[src/rtl/p2s_pkg.sv]
// Shared types and sizing helpers for the parallel-to-serial converter.
// Define P2S_PARITY_EN to append an even-parity bit to every frame.
package p2s_pkg;

    typedef enum logic [1:0] {
        IDLE   = 2'd0,
        SHIFT  = 2'd1,
        PARITY = 2'd2
    } state_e;

`ifdef P2S_PARITY_EN
    localparam bit PARITY_EN = 1'b1;
`else
    localparam bit PARITY_EN = 1'b0;
`endif

    localparam int FRAME_EXTRA = PARITY_EN ? 1 : 0;

    function automatic int cnt_width(input int width);
        return $clog2(width + 1);
    endfunction

    function automatic int frame_len(input int width);
        return width + FRAME_EXTRA;
    endfunction

endpackage

[src/rtl/p2s_hold_buf.sv]
// One-entry holding register that lets the next word wait while a frame
// is being shifted out; din_ready is a flop so it never follows din_valid.
module p2s_hold_buf #(
    parameter int WIDTH = 8
) (
    input  logic             clk,
    input  logic             rst,
    input  logic [WIDTH-1:0] data_i,
    input  logic             push_i,
    input  logic             pop_i,
    output logic [WIDTH-1:0] data_o,
    output logic             full_o,
    output logic             full_next_o,
    output logic             ready_o
);

    logic [WIDTH-1:0] data_q, data_d;
    logic             full_q, full_d;
    logic             ready_q;

    always_comb begin
        data_d = data_q;
        full_d = full_q;
        if (pop_i) begin
            full_d = 1'b0;
        end
        // A full entry is never overwritten.
        if (push_i && !full_q) begin
            data_d = data_i;
            full_d = 1'b1;
        end
    end

    always_ff @(posedge clk or posedge rst) begin
        if (rst) begin
            data_q  <= '0;
            full_q  <= 1'b0;
            ready_q <= 1'b1;
        end else begin
            data_q  <= data_d;
            full_q  <= full_d;
            ready_q <= !full_d;
        end
    end

    assign data_o      = data_q;
    assign full_o      = full_q;
    assign full_next_o = full_d;
    assign ready_o     = ready_q;

endmodule

[src/rtl/p2s_serializer.sv]
// Parallel-to-serial converter: valid/ready input, gap-free back-to-back
// frames, selectable bit order; P2S_PARITY_EN adds a trailing parity bit.
module p2s_serializer
    import p2s_pkg::*;
#(
    parameter int WIDTH     = 8,
    parameter bit LSB_FIRST = 1'b1
) (
    input  logic             clk,
    input  logic             rst,
    input  logic [WIDTH-1:0] din,
    input  logic             din_valid,
    output logic             din_ready,
    output logic             d,
    output logic             d_valid,
    output logic             serial_start,
    output logic             serial_end,
    output logic             busy
);

    localparam int CW        = cnt_width(WIDTH);
    localparam int FRAME_LEN = frame_len(WIDTH);
    localparam logic [CW-1:0] LAST_BIT  = CW'(WIDTH - 1);
    localparam logic [CW-1:0] LAST_SLOT = CW'(FRAME_LEN - 1);

    state_e           state_q, state_d;
    logic [WIDTH-1:0] shift_q, shift_d;
    logic [CW-1:0]    cnt_q, cnt_d;

    logic             xfer;
    logic             push, pop, load, at_end;
    logic [WIDTH-1:0] load_word;
    logic [WIDTH-1:0] hold_data;
    logic             hold_full, hold_full_next;

    logic d_q, d_d;
    logic valid_q, valid_d;
    logic start_q, start_d;
    logic end_q, end_d;
    logic busy_q, busy_d;

    function automatic logic out_bit(input logic [WIDTH-1:0] w);
        return LSB_FIRST ? w[0] : w[WIDTH-1];
    endfunction

    p2s_hold_buf #(
        .WIDTH(WIDTH)
    ) u_hold (
        .clk        (clk),
        .rst        (rst),
        .data_i     (din),
        .push_i     (push),
        .pop_i      (pop),
        .data_o     (hold_data),
        .full_o     (hold_full),
        .full_next_o(hold_full_next),
        .ready_o    (din_ready)
    );

    assign xfer = din_valid && din_ready;

    always_comb begin
        state_d   = state_q;
        cnt_d     = cnt_q;
        shift_d   = shift_q;
        push      = 1'b0;
        pop       = 1'b0;
        load      = 1'b0;
        at_end    = 1'b0;
        load_word = hold_full ? hold_data : din;

        unique case (state_q)
            IDLE: begin
                load = xfer;
            end
            SHIFT: begin
                if (cnt_q != LAST_BIT) begin
                    shift_d = LSB_FIRST ? (shift_q >> 1) : (shift_q << 1);
                    cnt_d   = cnt_q + CW'(1);
                    push    = xfer;
                end else begin
`ifdef P2S_PARITY_EN
                    state_d = PARITY;
                    cnt_d   = cnt_q + CW'(1);
                    push    = xfer;
`else
                    at_end  = 1'b1;
`endif
                end
            end
            PARITY: begin
`ifdef P2S_PARITY_EN
                at_end  = 1'b1;
`else
                state_d = IDLE;
`endif
            end
            default: begin
                state_d = IDLE;
            end
        endcase

        // Frame handover: held word first, else a word arriving now.
        if (at_end) begin
            if (hold_full || xfer) begin
                load = 1'b1;
            end else begin
                state_d = IDLE;
            end
        end

        if (load) begin
            shift_d = load_word;
            cnt_d   = '0;
            state_d = SHIFT;
            pop     = hold_full;
        end
    end

`ifdef P2S_PARITY_EN
    logic par_q, par_d;

    assign par_d = load ? ^load_word : par_q;

    always_ff @(posedge clk or posedge rst) begin
        if (rst) begin
            par_q <= 1'b0;
        end else begin
            par_q <= par_d;
        end
    end
`endif

    always_comb begin
        valid_d = (state_d != IDLE);
        start_d = load;
        end_d   = valid_d && (cnt_d == LAST_SLOT);
        d_d     = 1'b0;
        if (state_d == SHIFT) begin
            d_d = out_bit(shift_d);
        end
`ifdef P2S_PARITY_EN
        if (state_d == PARITY) begin
            d_d = par_d;
        end
`endif
        busy_d = valid_d || hold_full_next;
    end

    always_ff @(posedge clk or posedge rst) begin
        if (rst) begin
            state_q <= IDLE;
            cnt_q   <= '0;
            shift_q <= '0;
            d_q     <= 1'b0;
            valid_q <= 1'b0;
            start_q <= 1'b0;
            end_q   <= 1'b0;
            busy_q  <= 1'b0;
        end else begin
            state_q <= state_d;
            cnt_q   <= cnt_d;
            shift_q <= shift_d;
            d_q     <= d_d;
            valid_q <= valid_d;
            start_q <= start_d;
            end_q   <= end_d;
            busy_q  <= busy_d;
        end
    end

    assign d            = d_q;
    assign d_valid      = valid_q;
    assign serial_start = start_q;
    assign serial_end   = end_q;
    assign busy         = busy_q;

endmodule

[config.mk]
export PLATFORM = sky130hd
export DESIGN_NAME = p2s_serializer
export DESIGN_NICKNAME = d
export VERILOG_FILES = /design/src/rtl/p2s_pkg.sv /design/src/rtl/p2s_hold_buf.sv /design/src/rtl/p2s_serializer.sv
export SDC_FILE = /design/constraint.sdc
export NUM_CORES = 1
export LEC_CHECK = 0
export ABC_CLOCK_PERIOD_IN_PS = 1700
export BUFFER_PORTS_ARGS = -buffer_cell sky130_fd_sc_hd__buf_2
export CAP_MARGIN = 20
export CORE_MARGIN = 3
export CORE_UTILIZATION = 50
export DETAILED_ROUTE_END_ITERATION = 6
export GPL_TIMING_DRIVEN = 0
export HOLD_SLACK_MARGIN = 0.12
export PLACE_DENSITY_LB_ADDON = 0.3
export REMOVE_ABC_BUFFERS = 1
export SKIP_CTS_REPAIR_TIMING = 1
export SYNTH_ARGS = -nofsm -noshare
export SYNTH_HDL_FRONTEND = slang
export SYNTH_SLANG_ARGS = --single-unit
[constraint.sdc]
create_clock -name clk -period 1.7 [get_ports clk]
set_clock_uncertainty 0.05 [all_clocks]
set_input_delay 0.17 -clock clk [delete_from_list [all_inputs] [get_ports clk]]
set_output_delay 0.17 -clock clk [all_outputs]
set_load 0.005 [all_outputs]
==> results of run 1 <==
## sequential cells by signal (all words and copies together) (netlist names), 2 cells and up
name	flops
state_q	2
cnt_q	4
shift_q	8
u_hold.data_o	8
## logic make-up after synthesis
kind of cell,Yosys count,share of synthesized area (%)
buf+inv,11,4.324
mux,16,12.52
simple gates,40,14.96
flops,29,52.34
xor+xnor,1,0.6307
compound gates,29,14.05
fa+ha+maj,1,0.9008
other cells,1,0.2700
## per-layer routing
metal	vias to the layer above	wire, µm	global-route usage (%)
met5	-	0	0
met4	0	39	6.472
met3	4	141	7.456
met2	28	1597	26.95
met1	552	1414	22.21
li1	535	-	-
## power by group through the flow
stage	clock network, µW	registers [µW]	logic (µW)
after floorplan	0	1130	502
after global routing	456	1240	958
after global placement	0	1170	622
final	406	1210	868
after detailed placement	0	1180	645
after CTS	419	1170	647
## through the flow
step	std cells	hold slack, ns
after CTS	176	0.01685
after global placement	168	0.3663
after detailed placement	168	0.3734
after floorplan	122	0.1974
final	200	0.3409
after global routing	200	0.3972
## cell usage after synthesis, types with 2 or more instances
| library cell | count |
|---|---|
| a211o_1 | 2 |
| nand3_1 | 2 |
| mux2i_1 | 5 |
| a221o_1 | 3 |
| nand2b_1 | 4 |
| o21ai_0 | 5 |
| and2_1 | 2 |
| o31ai_1 | 3 |
| nor2_1 | 11 |
| dfrtp_1 | 28 |
| nand2_1 | 14 |
| mux2_2 | 11 |
| buf_2 | 3 |
| a21oi_1 | 9 |
| buf_6 | 2 |
| inv_1 | 5 |
## worst reg2reg max path: stages, from the launching register on
cell      delay (ns)
dfrtp_1         0.44
ha_4            0.19
nand3b_1        0.21
buf_4           0.22
a211o_4         0.37
a31oi_1         0.20
and2_1          0.17
## layout make-up
| cell class | count | area (µm²) |
|---|---|---|
| fillers | 186 | 718.2 |
| multi-input cells | 89 | 700.7 |
| well taps | 30 | 37.54 |
| inverters | 5 | 18.77 |
| clock inverters | 3 | 17.52 |
| flip-flops and latches | 29 | 734.5 |
| repair buffers | 39 | 302.8 |
| clock buffers | 5 | 37.54 |
## path summary, 6_finish.rpt
| kind | to | slack [ns] | from | cells after the start |
|---|---|---|---|---|
| hold reg to reg | shift_q[7]$_DFFE_PP0P_ | 0.44 | shift_q[7]$_DFFE_PP0P_ | 2 |
| setup reg to reg | d$_DFF_PP0_ | -0.19 | cnt_q[1]$_DFF_PP0_ | 6 |
| hold / removal | d_valid$_DFF_PP0_ | 0.34 | rst | 3 |
| setup / recovery | d$_DFF_PP0_ | -0.19 | cnt_q[1]$_DFF_PP0_ | 6 |
| max in group asynchronous | u_hold.ready_o$_DFF_PP1_ | 0.70 | rst | 4 |
| min in group clk | shift_q[7]$_DFFE_PP0P_ | 0.44 | shift_q[7]$_DFFE_PP0P_ | 2 |
==> results by group, run 1 <==
Outcome
  – Outcome: finished with violations
  – Violated checks: negative setup slack

Timing
  – RSZ-0062 raised after global routing: true
  – Final hold vios: 0
  – Max Clk Rate: about 530 MHz
  – Worst slew margin: between 60% and 70%
  – Final period utilization: 110.9%
  – Period minus WS final: 1.886 ns
  – Setup ws final: -0.1861 ns
  – Tightest Pin Transition: roughly 0.52 ns
  – Final count of negative-setup-slack endpoints: 19
  – Total negative slack: -2.021 ns
  – Slew Viols, Final: 0

Synthesis
  – Part of the Yosys area used for sequential elements: 52.34%
  – Synth top area share: roughly 50%
  – Ys Warns: 0
  – Yosys cell types: 35
  – Syn Inst Count: roughly 130
  – Synth async-reset ratio: 100.0%
  – Post-synthesis register bit count: 29
  – Mapped Avg Cell Area: between 10 and 15 µm²
  – Top FF cell, synth: dfrtp_1
  – Mapped cell area: between 0.001 and 0.0015 mm²
  – Synth area leaders: dfrtp_1, mux2_2, nand2_1, mux2i_1, a21oi_1
  – Synth area leader: dfrtp_1
  – EDFF count, synth: 0

Power and ir drop
  – Internal: approximately 1600 µW
  – Sequential Power Share: between 40% and 50%
  – P_sw: around 880 µW
  – Tot Pwr: about 2500 µW
  – Power Density: 1343 mW/mm²
  – Switching Share: 35.25%
  – Comb pwr share: 35.0%
  – Clk network pwr share: between 15 and 20%
  – Leak: 0.0008671 µW
  – Maximum VDD drop: 1.095 mV

Critical path
  – Crit Path Class: register to register
  – CP Buf/Inv Count: 1
  – CP endpoint kind: register
  – Crit-path slowest cell: dfrtp_1
  – Delay-heaviest family, CP: compound AO/OA/AOI/OAI gates
  – CP startpoint kind: register
  – WP data required: a little under 2 ns
  – Crit-path cells: ha_4, nand3b_1, buf_4, a211o_4, a31oi_1, and2_1
  – Arrival time at the worst endpoint: 2.12 ns
  – Max incr delay on CP: 0.44 ns
  – Max Fanout on Critical Path: 6

Place
  – Hpwl dp: between 1500 and 2000 µm
  – DP Area: 0.001465 mm²
  – IO Port Bufs: 16
  – Gp weighted congestion: 0.7877
  – Dpl ws: -0.3152 ns

Floorplan
  – I/O Pins: 17
  – Initial Util: around 54%
  – # rows: 18
  – Core area: about 0.0026 mm²
  – Die area: about 0.0034 mm²
  – Die Span X: 58.71 µm
  – Die height: between 50 and 60 µm

CTS
  – CTS tree: yes
  – Reg clk slew, reported paths: about 0.10 ns
  – Clock latency on the worst-skew pair: 0.34 ns
  – CTS Buffer Depth: 2
  – Clock sinks: 29
  – Root Driver: clkbuf_4
  – CTS H-tree lvls: 2
  – Cts bufs inserted: 5

Route
  – Vias: about 1,100
  – # DRC: 0
  – Wire length per cell: 15.97 µm
  – Drt first-iter violations: 36
  – Vias per cell: 5.595
  – Antenna viol nets, final: 0
  – Final WL: between 3000 and 4000 µm
  – TritonRoute pass-1 iters: 5

Global route
  – GRT Total Usage: between 10% and 20%
  – Initial antenna violation count: 0
  – Largest net degree at the start of global routing: 30
  – GRT Residual Overflow: 0
  – First-pass GRT wire length: about 4400 µm
  – Number of global-route vias before repair: 976

Finish
  – Final cell area excluding filler cells: between 0.0015 and 0.002 mm²
  – Highest-count cells in the layout ignoring fill and taps: dfrtp_1, buf_2, nand2_1, buf_4, nor2_1
  – Most common cell after layout, fill and taps aside: dfrtp_1
  – Final core utilization: 72.03%
  – Share of cells above drive strength 1: between 30% and 40%
  – Synthesis-to-layout area growth: 33.15%
  – Ant diodes: 0
  – Nets: around 180

Worst hold path
  – Worst Hold Class: primary input to async pin

Run
  – Max-Cap Viols: 0
No activity file was read; power rests on OpenSTA's default activity.
==> inputs of run 2 (changes only) <==
ABC_CLOCK_PERIOD_IN_PS = 2100   (was 1700)
CORE_UTILIZATION = 55   (was 50)
clock period = 2.1 ns   (was 1.7 ns; I/O delays follow)
==> results by group, run 2 (synthesized netlist as in run 1, its figures left out) <==
Global route
  – First-pass GRT wire length: 4457 µm (+0.79%)
  – Initial antenna violation count: 0 (unchanged)
  – Number of global-route vias before repair: 965 (-1.1%)
  – Largest net degree at the start of global routing: 30 (unchanged)
  – GRT Total Usage: 18.43% (+0.85 points)
  – GRT Residual Overflow: 0 (unchanged)

Route
  – Met2 WL: 1305 µm (-18%)
  – WL met3: 138 µm (-2.1%)
  – # DRC: 0 (unchanged)
  – Wire length per cell: 14.55 µm (-8.9%)
  – Final WL: 2692 µm (-16%)
  – Top sig layer: met4
  – TritonRoute pass-1 iters: 4 (-1)
  – Antenna viol nets, final: 0 (unchanged)
  – Metal-1 WL: 1204 µm (-15%)
  – Vias: 1,026 (-8.3%)
  – Vias per cell: 5.546 (-0.88%)
  – Drt first-iter violations: 15 (-58%)

Place
  – Dpl ws: 0.08675 ns (+0.4020 ns)
  – IO Port Bufs: 16 (unchanged)
  – Gp weighted congestion: 0.7901 (+0.30%)
  – Hpwl dp: 1806 µm (+6.5%)
  – Placed insts: 166 (-1.2%)

Critical path
  – Max incr delay on CP: 0.44 ns (about the same)
  – Crit-path cells: ha_1, and3b_1, a211o_2, a211o_2, nor3b_2
  – Delay-heaviest family, CP: compound AO/OA/AOI/OAI gates
  – CP endpoint kind: register
  – Arrival time at the worst endpoint: 2.22 ns (+0.10 ns)
  – Crit Path Class: register to register
  – CP startpoint kind: register
  – RR Startpoint: cnt_q[0]$_DFF_PP0_
  – R2R Path End: serial_end$_DFF_PP0_
  – R2R depth: 5 (-1)
  – CP dominant cell by count: a211o_2
  – R2R setup slack: 0.09 ns (+0.27 ns)
  – CP Buf/Inv Count: 0 (-1)
  – Crit-path slowest cell: dfrtp_1
  – WP data required: 2.30 ns (+0.37 ns)
  – Max Fanout on Critical Path: 11 (+5)

Finish
  – Fillers: 167 (-10%)
  – Multi-input logic area: 603.1 µm² (-14%)
  – Layout Cells excl Fill: 185 (-7.5%)
  – Ant diodes: 0 (unchanged)
  – Nets: 168 (-7.2%)
  – Final core utilization: 72.82% (+0.79 points)
  – Highest-count cells in the layout ignoring fill and taps: dfrtp_1, buf_2, nand2_1, nor2_1, mux2_2
  – Most common cell after layout, fill and taps aside: dfrtp_1
  – FF+latch area: 728.2 µm² (-0.85%)
  – Synthesis-to-layout area growth: 20.45%
  – Share of cells above drive strength 1: 28.03% (-11 points)

CTS
  – CTS H-tree lvls: 2 (unchanged)
  – Cts bufs inserted: 5 (unchanged)
  – CTS Buffer Depth: 2 (unchanged)
  – Root Driver: clkbuf_4
  – CTS tree: yes
  – Clock latency on the worst-skew pair: 0.33 ns (about the same)
  – Clock sinks: 29 (unchanged)
  – Reg clk slew, reported paths: 0.09 ns (about the same)

Timing
  – Total negative slack: 0 ns (+2.021 ns)
  – RSZ-0062 raised after global routing: false
  – Max Clk Rate: 496.6 MHz (-6.3%)
  – Final count of negative-setup-slack endpoints: 0 (-19)
  – Period minus WS final: 2.014 ns (+0.1276 ns)
  – Slew Viols, Final: 0 (unchanged)
  – Final period utilization: 95.89% (-15 points)
  – Final hold vios: 0 (unchanged)
  – Setup ws final: 0.08629 ns (+0.2724 ns)

Floorplan
  – Initial Util: 60.46% (+6.4 points)
  – Die Span X: 56.25 µm (-4.2%)
  – Core area: 0.002297 mm² (-11%)
  – Die height: 56.25 µm (-4.2%)
  – I/O Pins: 17 (unchanged)
  – Die area: 0.003164 mm² (-8.2%)
  – # rows: 17 (-1)

Run
  – Max-Cap Viols: 0 (unchanged)

Power and ir drop
  – Internal: 1260 µW (-22%)
  – Clk network pwr share: 20.4% (+4.0 points)
  – Sequential Power Share: 50.6% (+1.9 points)
  – Switching Share: 33.73% (-1.5 points)
  – Comb pwr share: 29.0% (-6.0 points)
  – P_sw: 641.3 µW (-27%)
  – Maximum VDD drop: 0.9215 mV (-16%)
  – Leak: 0.0008020 µW (-7.5%)
  – Power Density: 1137 mW/mm² (-15%)

Worst hold path
  – Worst Hold Class: primary input to async pin

Outcome
  – Outcome: complete, no violations
-- run 2: final cells by class --
type                    count  share of cell area (%)
well taps                  28                   2.094
clock inverters             1                  0.2992
inverters                   5                   1.122
multi-input cells          88                   36.05
repair buffers             27                   13.01
clock buffers               7                   3.889
flip-flops and latches     29                   43.53
-- run 2: power by group through the flow --
stage	Clock, µW	Combinational (µW)	Sequential, µW
detailed placement	0	531	965
global route	425	626	991
floorplan	0	406	917
CTS	393	534	956
global placement	0	502	948
finish	388	552	961
-- run 2: per-stage QoR --
step | power, µW | instance area, µm² | hold WS, ns
floorplan | 1323 | 1348 | 0.2374
global route | 2041 | 1673 | 0.2957
finish | 1901 | 1673 | 0.2811
global placement | 1450 | 1463 | 0.4063
detailed placement | 1496 | 1463 | 0.4128
CTS | 1884 | 1533 | 0.06582
-- run 2: worst min-delay path: cells and delay by family --
kind     cells  cell delay [ns]
buf+inv      3             0.85
-- run 2: worst max path at each step --
stage	from	end	slack, ns	cells past startpoint
4_1_cts	cnt_q[0]$_DFF_PP0_	serial_end$_DFF_PP0_	0.07	5
6_report	cnt_q[0]$_DFF_PP0_	serial_end$_DFF_PP0_	0.09	5
2_1_floorplan	cnt_q[0]$_DFF_PP0_	serial_end$_DFF_PP0_	0.29	5
3_5_place_dp	cnt_q[0]$_DFF_PP0_	serial_end$_DFF_PP0_	0.09	5
3_3_place_gp	cnt_q[0]$_DFF_PP0_	serial_end$_DFF_PP0_	0.12	5
5_1_grt	cnt_q[0]$_DFF_PP0_	u_hold.data_o[0]$_DFFE_PP0P_	0.02	6
-- run 2: layer usage --
layer / global-route usage [%] / vias to the layer above
met1: 22.67 / 490
met3: 4.828 / 6
li1: - / 509
met5: 0 / -
met2: 29.38 / 21
met4: 10.17 / 0
